<file path="config.mk">
export PLATFORM = sky130hd
export DESIGN_NAME = rs_mem
export DESIGN_NICKNAME = d
export VERILOG_FILES = /design/src/rtl/rs_mem.sv
export SDC_FILE = /design/constraint.sdc
export NUM_CORES = 2
export LEC_CHECK = 0
export CAP_MARGIN = 25
export CORE_MARGIN = 2
export CORE_UTILIZATION = 40
export CTS_BUF_LIST = sky130_fd_sc_hd__clkbuf_2 sky130_fd_sc_hd__clkbuf_4 sky130_fd_sc_hd__clkbuf_8
export DETAILED_ROUTE_END_ITERATION = 16
export GPL_ROUTABILITY_DRIVEN = 1
export PLACE_DENSITY = 0.58
export REMOVE_ABC_BUFFERS = 1
export SYNTH_ARGS = -nofsm -noshare
export SYNTH_HDL_FRONTEND = slang
export SYNTH_SLANG_ARGS = --single-unit
</file>
<file path="constraint.sdc">
create_clock -name clk -period 18.7 [get_ports clk]
set_clock_uncertainty 0.05 [all_clocks]
set_input_delay 1.87 -clock clk [delete_from_list [all_inputs] [get_ports clk]]
set_output_delay 1.87 -clock clk [all_outputs]
set_load 0.01 [all_outputs]
</file>
<file path="src/rtl/rs_mem.sv">
`default_nettype none
// +----------------------------------------------------------------------------+
// | rs_mem : load reservation station, oldest-ready-first issue by ROB age     |
// | Optional feature macro RS_BYPASS_EN: ready dispatch may issue directly.    |
// | Revision: 1.0                                                              |
// +----------------------------------------------------------------------------+

package rs_mem_pkg;
  typedef struct packed {
    logic [6:0]  opcode;
    logic [2:0]  func3;
    logic [31:0] imm;
    logic [4:0]  rob_index;
    logic [6:0]  ps1;
    logic [6:0]  pd;
  } rs_data;
endpackage

module rs_mem
  import rs_mem_pkg::*;
#(
  parameter int DEPTH    = 8,
  parameter int ROB_SIZE = 16,
  parameter int NUM_CDB  = 3
) (
  input  logic                 clk,
  input  logic                 reset,
  input  logic                 disp_valid,
  input  rs_data               disp_data,
  input  logic                 disp_ps1_rdy,
  output logic                 rs_full,
  input  logic [NUM_CDB-1:0]   cdb_valid,
  input  logic [NUM_CDB*7-1:0] cdb_tag,
  input  logic                 fu_mem_ready,
  input  logic [4:0]           rob_head,
  input  logic [4:0]           curr_rob_tag,
  input  logic                 mispredict,
  input  logic [4:0]           mispredict_tag,
  output logic                 issued,
  output rs_data               data_out,
  output logic [6:0]           ps1_out,
  output logic [6:0]           pd_out
);

  localparam int               IDX_W      = $clog2(DEPTH);
  localparam int               CNT_W      = IDX_W + 1;
  localparam logic [4:0]       C_AGE_MASK = 5'(ROB_SIZE - 1);
  localparam logic [CNT_W-1:0] C_DEPTH    = CNT_W'(DEPTH);

  // Physical register 0 is hard-wired, so it counts as a permanent hit.
  function automatic logic cdb_hit(input logic [6:0]           tag,
                                   input logic [NUM_CDB-1:0]   vld,
                                   input logic [NUM_CDB*7-1:0] tags);
    logic hit;
    hit = (tag == 7'd0);
    for (int k = 0; k < NUM_CDB; k++) begin
      if (vld[k] && (tags[k*7 +: 7] == tag)) hit = 1'b1;
    end
    return hit;
  endfunction

  function automatic logic [4:0] age_of(input logic [4:0] idx, input logic [4:0] base);
    return (idx - base) & C_AGE_MASK;
  endfunction

  // Wrong-path window is (branch+1 .. tail-1); an empty window has length 0.
  function automatic logic in_flush(input logic [4:0] idx,
                                    input logic [4:0] br_tag,
                                    input logic [4:0] tail);
    logic [4:0] first;
    first = br_tag + 5'd1;
    return age_of(idx, first) < age_of(tail, first);
  endfunction

  logic [DEPTH-1:0] valid_q, valid_d;
  logic [DEPTH-1:0] rdy_q, rdy_d;
  rs_data           ent_q [DEPTH];
  rs_data           ent_d [DEPTH];
  logic             issued_q, issued_d;
  rs_data           data_out_q, data_out_d;

  logic [CNT_W-1:0] count;
  logic [IDX_W-1:0] free_idx;
  logic             cand_found;
  logic [IDX_W-1:0] sel_idx;
  logic [4:0]       sel_age;

  always_comb begin
    count      = '0;
    free_idx   = '0;
    cand_found = 1'b0;
    sel_idx    = '0;
    sel_age    = '0;
    for (int i = DEPTH - 1; i >= 0; i--) begin
      if (valid_q[i]) count = count + CNT_W'(1);
      else            free_idx = IDX_W'(i);
    end
    for (int i = 0; i < DEPTH; i++) begin
      if (valid_q[i] && rdy_q[i] &&
          (!cand_found || (age_of(ent_q[i].rob_index, rob_head) < sel_age))) begin
        cand_found = 1'b1;
        sel_idx    = IDX_W'(i);
        sel_age    = age_of(ent_q[i].rob_index, rob_head);
      end
    end
  end

  assign rs_full = (count == C_DEPTH);

  logic disp_rdy;
  logic disp_ok;
  logic bypass;
  logic do_issue;

  always_comb begin
    valid_d    = valid_q;
    rdy_d      = rdy_q;
    ent_d      = ent_q;
    issued_d   = 1'b0;
    data_out_d = data_out_q;

    disp_rdy = disp_ps1_rdy || cdb_hit(disp_data.ps1, cdb_valid, cdb_tag);
    disp_ok  = disp_valid && !rs_full &&
               !(mispredict && in_flush(disp_data.rob_index, mispredict_tag, curr_rob_tag));
`ifdef RS_BYPASS_EN
    bypass   = disp_ok && disp_rdy && fu_mem_ready && !mispredict &&
               (!cand_found || (age_of(disp_data.rob_index, rob_head) < sel_age));
`else
    bypass   = 1'b0;
`endif
    do_issue = fu_mem_ready && cand_found && !mispredict && !bypass;

    for (int i = 0; i < DEPTH; i++) begin
      if (valid_q[i] && cdb_hit(ent_q[i].ps1, cdb_valid, cdb_tag)) rdy_d[i] = 1'b1;
      if (mispredict && in_flush(ent_q[i].rob_index, mispredict_tag, curr_rob_tag))
        valid_d[i] = 1'b0;
    end

    if (do_issue) begin
      valid_d[sel_idx] = 1'b0;
      issued_d         = 1'b1;
      data_out_d       = ent_q[sel_idx];
    end

    if (bypass) begin
      issued_d   = 1'b1;
      data_out_d = disp_data;
    end else if (disp_ok) begin
      valid_d[free_idx] = 1'b1;
      rdy_d[free_idx]   = disp_rdy;
      ent_d[free_idx]   = disp_data;
    end
  end

  always_ff @(posedge clk) begin
    if (reset) begin
      valid_q    <= '0;
      rdy_q      <= '0;
      issued_q   <= 1'b0;
      data_out_q <= '0;
      for (int i = 0; i < DEPTH; i++) ent_q[i] <= '0;
    end else begin
      valid_q    <= valid_d;
      rdy_q      <= rdy_d;
      issued_q   <= issued_d;
      data_out_q <= data_out_d;
      ent_q      <= ent_d;
    end
  end

  assign issued   = issued_q;
  assign data_out = data_out_q;
  assign ps1_out  = data_out_q.ps1;
  assign pd_out   = data_out_q.pd;

endmodule
`default_nettype wire

</file>
==> flow_metrics.py <==
metrics = {
    "outcome": {
        "status": "completed",
    },
    "worst_setup_path": {
        "path_buf_inv": 4,
        "cpLargestDelayFamily": "compound AO/OA/AOI/OAI gates",
        "path_max_fanout": 91,
        "crit_required_ps": 19240,
        "rrSetupSlack_ps": 3760,
        "endpoint_kind": "register",
        "cpPeakStageDelay_ps": 930,
        "cp_slowest_cell": "o21a_2",
        "critPathLaunchType": "input pin",
        "critical_path_class": "in -> reg",
        "worstPathArrival_ps": 17320,
    },
    "timing": {
        "tightestPinTransition_ps": 1140,
        "slew_violations": 0,
        "finalSetupViolCount": 0,
        "hold_viol_final": 0,
        "hold_slack_ps": 423,
        "relSlewSlack": 0.237,
        "period_share": 0.897,
        "rsz0062_at_grt": "false",
        "setup_ws_ps": 1930,
        "period_minus_slack_ps": 16770,
        "max_freq_mhz": 59.6,
    },
    "placement": {
        "place_ws_ps": 1540,
        "gp_congestion": 0.902,
        "placed_cell_area_um2": 38200,
        "place_hpwl_um": 68900,
        "portBuffers": 179,
    },
    "die": {
        "std_cell_rows": 110,
        "core_um2": 89900,
        "dieArea_um2": 92900,
        "die_x_um": 305,
        "die_y_um": 305,
        "ioPinCount": 183,
        "start_util": 0.402,
    },
    "worst_hold_path": {
        "worst_hold_path_type": "reg -> reg",
    },
    "route": {
        "final_antenna_net_count": 0,
        "route.detailed.drc": 0,
        "wl_um": 121000,
        "routedWlPerCell_um": 21.9,
        "drt-initial-drc-count": 2474,
        "drtPass1Iterations": 5,
        "dr_total_vias": 31500,
        "via_per_inst": 5.70,
    },
    "layout": {
        "stdcell_area_um2": 40500,
        "postLayoutCoreUtil": 0.451,
        "syn_to_final_growth_pct": 12.0,
        "fillCellCount": 8911,
        "drive_above_1_share": 0.0666,
        "fin_nets": 4491,
    },
    "clock_tree": {
        "cts_buffers": 103,
        "insertion_delay_ps": 730,
        "holdBufCountCts": 0,
        "cts_buffer_depth": 3,
        "cts_setup_buffers": 0,
        "cts.sinks": 566,
        "root_buffer": "clkbuf_8",
        "clk_pin_slew_worst_paths_ps": 60,
        "cts_tree": "done",
        "htree_levels": 3,
        "cts-resized-gates": 0,
    },
    "synth": {
        "yosysUniqueCellTypes": 77,
        "synth_ff_type": "dfxtp_1",
        "synth_area_leader_cell": "dfxtp_1",
        "async_flop_share": 0,
        "synth_seq_cells": 566,
        "yosys-top-cells-area": "dfxtp_1 (31%), mux2i_1 (15%), nand2b_1 (5.6%)",
        "synth_top_cell_area_share": 0.313,
        "synth_cells": 4363,
        "seq_area_frac_synth": 0.313,
        "yosysWarnings": 0,
        "syn-cell-area_um2": 36200,
        "synth-edff-count": 0,
        "synth.avg_cell_area_um2": 8.29,
    },
    "flow_run": {
        "maxCapViolCount": 0,
    },
    "power": {
        "p_leak_uw": 0.0164,
        "power_density_nw_per_um2": 75.1,
        "ir_drop_v": 0.0000464,
    },
    "global_routing": {
        "antenna_found_initial": 2,
        "grt_pass1_vias": 30200,
        "grt_pass1_wl_um": 185000,
        "overflow": 0,
        "grt_max_degree": 166,
        "track_usage": 0.252,
    },
}
==> worst min-delay path: cells and delay by family, from the launching register on <==
kind	cells	cell delay [ps]
flip-flops	1	300
multiplexers	1	60
AND/OR/NAND/NOR	1	60
==> registers in the layout (all words and copies together) (netlist names) <==
name and count:
valid_q 8, data_out 47, pd_out 7, ent_q 488, rdy_q 8, issued 1, ps1_out 7
==> worst paths after layout <==
kind	to	cells past startpoint	start
hold reg to reg	ent_q[64]	2	ent_q[64]
hold / removal	ent_q[64]	2	ent_q[64]
setup reg to reg	data_out[26]	58	ent_q[441]
setup / recovery	data_out[26]	59	rob_head[1]
==> area by class of cell <==
| class | instances | area [um2] | area share |
|---|---|---|---|
| Multi-Input combinational cell | 2992 | 21700 | 0.537 |
| Sequential cell | 566 | 11300 | 0.280 |
| Timing Repair Buffer | 233 | 2350 | 0.0579 |
| Clock buffer | 159 | 2010 | 0.0495 |
| Tap cell | 1176 | 1470 | 0.0363 |
| Inverter | 360 | 1350 | 0.0333 |
| Clock inverter | 27 | 264 | 0.00651 |
| Antenna cell | 2 | 5.00 | 0.000124 |
==> cells in the mapped netlist (60+ instances only) <==
library cell and number:
a211oi_1 65, dfxtp_1 566, nand2b_1 323, o21bai_1 62, o21ai_0 333, inv_1 359, o31ai_1 64, nand3_1 143
o211ai_1 77, nand4_1 107, nor3_1 132, o21ai_1 60, mux2i_1 556, a21oi_1 130, ha_1 111, xnor2_1 177
xor2_1 74, clkbuf_1 331, a31oi_1 64, nor2_1 223
==> cells in the final DEF, fill, tap and decap left out, types with 107 or more instances in the layout <==
cell type	n
clkdlybuf4s50_1	178
xnor2_1	177
inv_1	359
ha_1	111
nor2_1	220
nand4_1	107
nor3_1	132
o21ai_0	332
nand3_1	142
dfxtp_1	566
clkbuf_8	130
mux2i_1	556
a21oi_1	129
nand2b_1	320
==> layer usage <==
metal | global-route usage | wire length (um) | vias to the layer above
li1 | - | - | 15000
met1 | 0.349 | 54800 | 15200
met2 | 0.409 | 55000 | 1051
met3 | 0.0337 | 7760 | 198
met4 | 0.0761 | 3110 | 2
met5 | 0 | 11 | -
==> report_power, final <==
| part | switching (uW) | leakage (uW) | internal, uW | total [uW] |
|---|---|---|---|---|
| clock | 559 | 0.00121 | 739 | 1300 |
| sequential | 35.7 | 0.00457 | 1240 | 1280 |
| combinational | 278 | 0.0106 | 189 | 467 |
==> stage by stage <==
step | TNS (ps) | power, uW | cells
2_1_floorplan | -1149510 | 1570 | 3918
3_3_place_gp | 0 | 1760 | 5325
3_5_place_dp | 0 | 1760 | 5325
4_1_cts | 0 | 3060 | 5511
5_1_grt | 0 | 3180 | 5514
6_report | 0 | 3040 | 5515
==> logic make-up (layout without fill, tap and decap cells) <==
logic type	count (synthesis)	count (layout)	share of synthesized area
compound gates	995	995	0.172
xor+xnor	255	255	0.0635
flops	566	566	0.313
other cells	0	2	0
fa+ha+maj	129	129	0.0484
mux	559	559	0.155
buf+inv	805	779	0.0912
simple gates	1054	1054	0.157
(Power assumes the default switching activity.)
